[src/rtl/gradients_pkg.sv]
// Shared definitions for the gradient window sequencer: FSM encoding, window radius
// and an elaboration-time log2 helper.
package gradients_pkg;

    typedef enum logic [1:0] {
        IDLE   = 2'd0,
        STREAM = 2'd1,
        FLUSH  = 2'd2,
        DONE   = 2'd3
    } state_t;

    localparam int WIN_R = 2;

    function automatic int clog2(input int v);
        int r;
        r = 0;
        while ((1 << r) < v) r++;
        return r;
    endfunction

endpackage

[src/rtl/valid_delay_line.sv]
// Fixed-depth, reset-clearable shift register carrying {valid, row, col} alongside the
// gradient datapath; it advances every cycle with no stall input.
module valid_delay_line #(
    parameter int DEPTH = 1,
    parameter int W     = 1
) (
    input  logic         clk,
    input  logic         rst,
    input  logic [W-1:0] d,
    output logic [W-1:0] q
);

    logic [DEPTH-1:0][W-1:0] pipe;

    always_ff @(posedge clk) begin
        if (!rst) begin
            pipe <= '0;
        end else begin
            pipe[0] <= d;
            for (int i = 1; i < DEPTH; i++) pipe[i] <= pipe[i-1];
        end
    end

    assign q = pipe[DEPTH-1];

endmodule

[src/rtl/gradient_window_ctrl.sv]
// Raster-scan sequencer for the 5x5 gradient datapath: pixel acceptance, window-valid
// strobes with centre coordinates, latency-matched result tags and end-of-frame pulse.
module gradient_window_ctrl
    import gradients_pkg::*;
#(
    parameter int IMG_W    = 640,
    parameter int IMG_H    = 480,
    parameter int PIPE_LAT = 6,
    parameter int CW       = 11
) (
    input  logic          clk,
    input  logic          rst,
    input  logic          start,
    input  logic          pix_valid,
    output logic          pix_ready,
    output logic          win_shift,
    output logic          win_valid,
    output logic [CW-1:0] win_row,
    output logic [CW-1:0] win_col,
    output logic          res_valid,
    output logic [CW-1:0] res_row,
    output logic [CW-1:0] res_col,
    output logic          busy,
    output logic          frame_done
);

    localparam int FCW = clog2(PIPE_LAT + 1) + 1;
    localparam logic [CW-1:0]  LAST_COL  = CW'(IMG_W - 1);
    localparam logic [CW-1:0]  LAST_ROW  = CW'(IMG_H - 1);
    localparam logic [CW-1:0]  WIN_EDGE  = CW'(2 * WIN_R);
    localparam logic [CW-1:0]  WIN_OFF   = CW'(WIN_R);
    localparam logic [FCW-1:0] FLUSH_END = FCW'(PIPE_LAT);

    state_t         state;
    logic [CW-1:0]  row;
    logic [CW-1:0]  col;
    logic [FCW-1:0] flush_cnt;
    logic           accept;
    logic           last_pix;
    logic           full_win;

    assign accept    = pix_valid & pix_ready;
    assign win_shift = accept;
    assign last_pix  = accept && (row == LAST_ROW) && (col == LAST_COL);
    // Centre is WIN_R behind the newest pixel, so a window exists once both coords reach 2*WIN_R.
    assign full_win  = (row >= WIN_EDGE) && (col >= WIN_EDGE);

    always_ff @(posedge clk) begin
        if (!rst) begin
            state      <= IDLE;
            row        <= '0;
            col        <= '0;
            flush_cnt  <= '0;
            pix_ready  <= 1'b0;
            busy       <= 1'b0;
            frame_done <= 1'b0;
            win_valid  <= 1'b0;
            win_row    <= '0;
            win_col    <= '0;
        end else begin
            win_valid  <= 1'b0;
            frame_done <= 1'b0;

            if (accept) begin
                if (full_win) begin
                    win_valid <= 1'b1;
                    win_row   <= row - WIN_OFF;
                    win_col   <= col - WIN_OFF;
                end
                if (col == LAST_COL) begin
                    col <= '0;
                    if (row != LAST_ROW) row <= row + 1'b1;
                end else begin
                    col <= col + 1'b1;
                end
            end

            case (state)
                IDLE: begin
                    if (start) begin
                        state     <= STREAM;
                        row       <= '0;
                        col       <= '0;
                        pix_ready <= 1'b1;
                        busy      <= 1'b1;
                    end
                end
                STREAM: begin
                    if (last_pix) begin
                        state     <= FLUSH;
                        pix_ready <= 1'b0;
                        flush_cnt <= '0;
                    end
                end
                // Dwell long enough for the final window to clear the delay line.
                FLUSH: begin
                    if (flush_cnt == FLUSH_END) begin
                        state      <= DONE;
                        frame_done <= 1'b1;
                    end else begin
                        flush_cnt <= flush_cnt + 1'b1;
                    end
                end
                DONE: begin
                    state <= IDLE;
                    busy  <= 1'b0;
                end
                default: state <= IDLE;
            endcase
        end
    end

    valid_delay_line #(
        .DEPTH (PIPE_LAT),
        .W     (1 + 2 * CW)
    ) u_tag_dly (
        .clk (clk),
        .rst (rst),
        .d   ({win_valid, win_row, win_col}),
        .q   ({res_valid, res_row, res_col})
    );

endmodule

[config.mk]
export PLATFORM = sky130hd
export DESIGN_NAME = gradient_window_ctrl
export DESIGN_NICKNAME = d
export VERILOG_FILES = /design/src/rtl/gradients_pkg.sv /design/src/rtl/valid_delay_line.sv /design/src/rtl/gradient_window_ctrl.sv
export SDC_FILE = /design/constraint.sdc
export NUM_CORES = 1
export LEC_CHECK = 0
export BUFFER_PORTS_ARGS = -buffer_cell sky130_fd_sc_hd__buf_2
export CAP_MARGIN = 20
export CORE_AREA = 2 2 95 166
export CTS_CLUSTER_SIZE = 10
export DETAILED_ROUTE_END_ITERATION = 7
export DIE_AREA = 0 0 97 168
export SLEW_MARGIN = 20
export SYNTH_ARGS = -nofsm -noshare
export SYNTH_HDL_FRONTEND = slang
export SYNTH_SLANG_ARGS = --single-unit
[constraint.sdc]
create_clock -name clk -period 2.8 [get_ports clk]
set_clock_uncertainty 0.1 [all_clocks]
set_input_delay 0.56 -clock clk [delete_from_list [all_inputs] [get_ports clk]]
set_output_delay 0.56 -clock clk [all_outputs]
set_load 0.01 [all_outputs]
==> out/metrics.json <==
{
  "power.leakage": {"value": 3.14, "unit": "nW"},
  "worstSkewPairLatency": {"value": 0.42, "unit": "ns"},
  "postRouteWirelength": {"value": 10500, "unit": "um"},
  "run_status": {"value": "finished clean"},
  "power": {"value": 5.38, "unit": "mW"},
  "gpl.final_weighted_congestion": {"value": 0.897},
  "synth_top_flop_cell": {"value": "sky130_fd_sc_hd__dfxtp_1"},
  "largest_family_of_logic_cells_by_synthesized_area": {"value": "simple AND/OR/NAND/NOR gates"},
  "synth.ff_latch_count": {"value": 192},
  "timing.critical_path.from_type": {"value": "register"},
  "resize_count_post_cts": {"value": 0},
  "timing.hold.ws": {"value": 0.325, "unit": "ns"},
  "overflow_left_after_global_routing": {"value": 0},
  "number_of_maximum_capacitance_violations": {"value": 0},
  "dpl_worst_slack": {"value": 0.451, "unit": "ns"},
  "io_buffer_count": {"value": 53},
  "drtAntennaViolNets": {"value": 0},
  "timing.final.crit_period": {"value": 2.30, "unit": "ns"},
  "finish.net_count": {"value": 667},
  "dr_total_vias": {"value": 3958},
  "ctsLongestPathBuffers": {"value": 2},
  "synth_enable_flop_cells": {"value": 0},
  "ctsHoldBuffers": {"value": 0},
  "worst-setup-path-type": {"value": "reg2reg"},
  "post-synth-top-count-cell": {"value": "sky130_fd_sc_hd__dfxtp_1"},
  "max_slew_violation_count": {"value": 0},
  "yosysWarnings": {"value": 0},
  "postSynthNetCount": {"value": 647},
  "power.density": {"value": 725, "unit": "nW/um^2"},
  "starting_utilization_of_the_core_area": {"value": 0.438},
  "synth_cell_type_count": {"value": 46},
  "critical_path_required": {"value": 3.05, "unit": "ns"},
  "number_of_cts_inserted_buffers": {"value": 17},
  "worst-path-max-fanout": {"value": 10},
  "rows": {"value": 60},
  "top_level_ports": {"value": 54},
  "maxClockFrequency": {"value": 434, "unit": "MHz"},
  "post_synth_most_frequent_cells": {"value": "sky130_fd_sc_hd__dfxtp_1 (192), sky130_fd_sc_hd__and2_1 (139), sky130_fd_sc_hd__nor2_1 (44)"},
  "seq_area_frac_synth": {"value": 0.581},
  "dp_hpwl": {"value": 7130, "unit": "um"},
  "totalNegativeSetupSlack": {"value": 0, "unit": "ns"},
  "final-hold-violation-count": {"value": 0},
  "avgRoutedWirePerCell": {"value": 12.4, "unit": "um"},
  "floorplan.die_area": {"value": 16300, "unit": "um^2"},
  "cts_post_setup_buffers_inserted": {"value": 0},
  "synth.largest_area_cell": {"value": "sky130_fd_sc_hd__dfxtp_1"},
  "fraction_of_layout_cells_with_a_size_suffix_above_1": {"value": 0.156},
  "vdd.ir_drop.worst": {"value": 0.396, "unit": "mV"},
  "clk_root_buffer_cell": {"value": "sky130_fd_sc_hd__clkbuf_16"},
  "antenna_cells": {"value": 0},
  "endpoint_kind": {"value": "register"},
  "drt_drc": {"value": 0},
  "cts_tree": {"value": "done"},
  "rsz0062_at_grt": {"value": "no"},
  "async_flop_share": {"value": 0},
  "setup_violations": {"value": 0},
  "synth-adder-area-share": {"value": 0.0265},
  "detailedRoute.firstIterationViolations": {"value": 89},
  "synth.avg_cell_area": {"value": 10.5, "unit": "um^2"},
  "postLayoutSetupSlackWorst": {"value": 0.496, "unit": "ns"},
  "worst_slew_margin_rel": {"value": 0.588},
  "synth.cell_area": {"value": 6610, "unit": "um^2"},
  "synth_largest_type_area_fraction": {"value": 0.581},
  "post_layout_nonfiller_instances": {"value": 847},
  "first_pass_grt_wire_length": {"value": 18100, "unit": "um"},
  "syn-instance-count": {"value": 629},
  "synthTopCellsByArea": {"value": "sky130_fd_sc_hd__dfxtp_1 (58%), sky130_fd_sc_hd__and2_1 (13%), sky130_fd_sc_hd__buf_4 (3.1%)"},
  "fillerInstances": {"value": 1432},
  "muxShareOfSynthArea": {"value": 0.00454},
  "regArea": {"value": 3840, "unit": "um^2"},
  "dieHeight": {"value": 168, "unit": "um"},
  "tritonroute_pass_1_iters": {"value": 4},
  "worst_slew_pin_slew": {"value": 0.616, "unit": "ns"},
  "synthSimpleGateAreaFrac": {"value": 0.232},
  "grt_antenna_before_repair": {"value": 0},
  "coreArea": {"value": 15100, "unit": "um^2"},
  "finalCritPeriodShare": {"value": 0.823},
  "synth_area_in_xor_xnor": {"value": 0.0384},
  "route.detailed.vias_per_inst": {"value": 4.67},
  "cts_htree_levels": {"value": 4},
  "globalRouteTotalUtil": {"value": 0.138},
  "cts.clk_slew.worst_paths": {"value": 0.07, "unit": "ns"},
  "cp.arrival": {"value": 2.55, "unit": "ns"},
  "number_of_global_route_vias_before_repair": {"value": 3801},
  "synth_compound_area_frac": {"value": 0.0547},
  "fp.dieW": {"value": 97, "unit": "um"},
  "synthToLayoutAreaGrowth": {"value": 12.1, "unit": "%"},
  "min_path_type": {"value": "reg2reg"},
  "pin_count_of_the_biggest_net_entering_global_routing": {"value": 120},
  "place_inst": {"value": 816},
  "area_taken_by_multi_input_logic_gates": {"value": 2370, "unit": "um^2"},
  "clkSinkCount": {"value": 192}
}
per-layer routing:
layer,track usage,wire [um],vias to the layer above
met5,0,0,-
met4,0.0723,378,0
met3,0.0403,376,22
met2,0.234,5240,74
met1,0.155,4500,1805
li1,-,-,2057
path summary, 6_finish.rpt:
path / start / end / slack (ns) / cells after the start
setup / recovery: row[1]$_SDFF_PN0_ / flush_cnt[3]$_SDFFE_PN0P_ / 0.50 / 6
setup reg to reg: row[1]$_SDFF_PN0_ / flush_cnt[3]$_SDFFE_PN0P_ / 0.50 / 6
hold reg to reg: u_tag_dly.pipe[57]$_SDFF_PN0_ / u_tag_dly.pipe[80]$_SDFF_PN0_ / 0.32 / 1
hold / removal: u_tag_dly.pipe[57]$_SDFF_PN0_ / u_tag_dly.pipe[80]$_SDFF_PN0_ / 0.32 / 1
flip-flops by register name, summed over array words and instances, names as in the netlist:
name	flops
u_tag_dly.q	23
row	11
u_tag_dly.pipe	115
win_row	11
flush_cnt	4
col	11
frame_done	1
pix_ready	1
state	2
busy	1
win_valid	1
win_col	11
cells in the final DEF (no fill, tap or decap), drive strengths merged, types with 5 or more instances in the layout:
cell	netlist	routed
ha	14	14
buf	38	62
dfxtp	192	192
a211oi	18	18
inv	14	22
xor2	10	10
xnor2	19	19
nand3	12	12
nor3	11	11
nand2	19	19
nor2	44	44
and2	139	139
clkbuf	23	19
nand4	9	9
a21oi	14	14
nor4	5	5
worst max-delay path: stages (launching register included):
cell and delay (ns):
sky130_fd_sc_hd__dfxtp_1 0.49, sky130_fd_sc_hd__ha_1 0.28, sky130_fd_sc_hd__and4_1 0.30, sky130_fd_sc_hd__and4_1 0.26, sky130_fd_sc_hd__a21boi_2 0.13, sky130_fd_sc_hd__or4_1 0.52
sky130_fd_sc_hd__a21boi_1 0.15
kinds of logic (layout without fill, tap and decap cells):
kind of cell    Yosys count  count (layout)
simple gates            264             264
mux                       3               3
flops                   192             192
compound gates           52              52
xor+xnor                 29              29
fa+ha+maj                14              14
buf+inv                  75             107
per-stage QoR:
step / instance area, um^2 / util
after floorplan: 6610 / -
final: 7420 / 0.491
after CTS: 7420 / 0.491
after global placement: 6850 / 0.454
after detailed placement: 6850 / 0.454
after global routing: 7420 / 0.491
final cells by class:
| cell class | count | area share |
|---|---|---|
| clock buffer | 19 | 0.0611 |
| clock inverter | 12 | 0.0157 |
| inverter | 14 | 0.00709 |
| multi-input combinational | 362 | 0.320 |
| sequential | 192 | 0.518 |
| tap | 186 | 0.0314 |
| timing repair buffer | 62 | 0.0466 |
where the power goes:
| group | leakage (nW) | switching [mW] | internal, mW | total (mW) |
|---|---|---|---|---|
| logic | 1.31 | 0.203 | 0.106 | 0.309 |
| clock network | 0.284 | 1.07 | 1.22 | 2.29 |
| registers | 1.55 | 0.0277 | 2.76 | 2.78 |
Note: power is estimated with default switching activity, not from simulation.
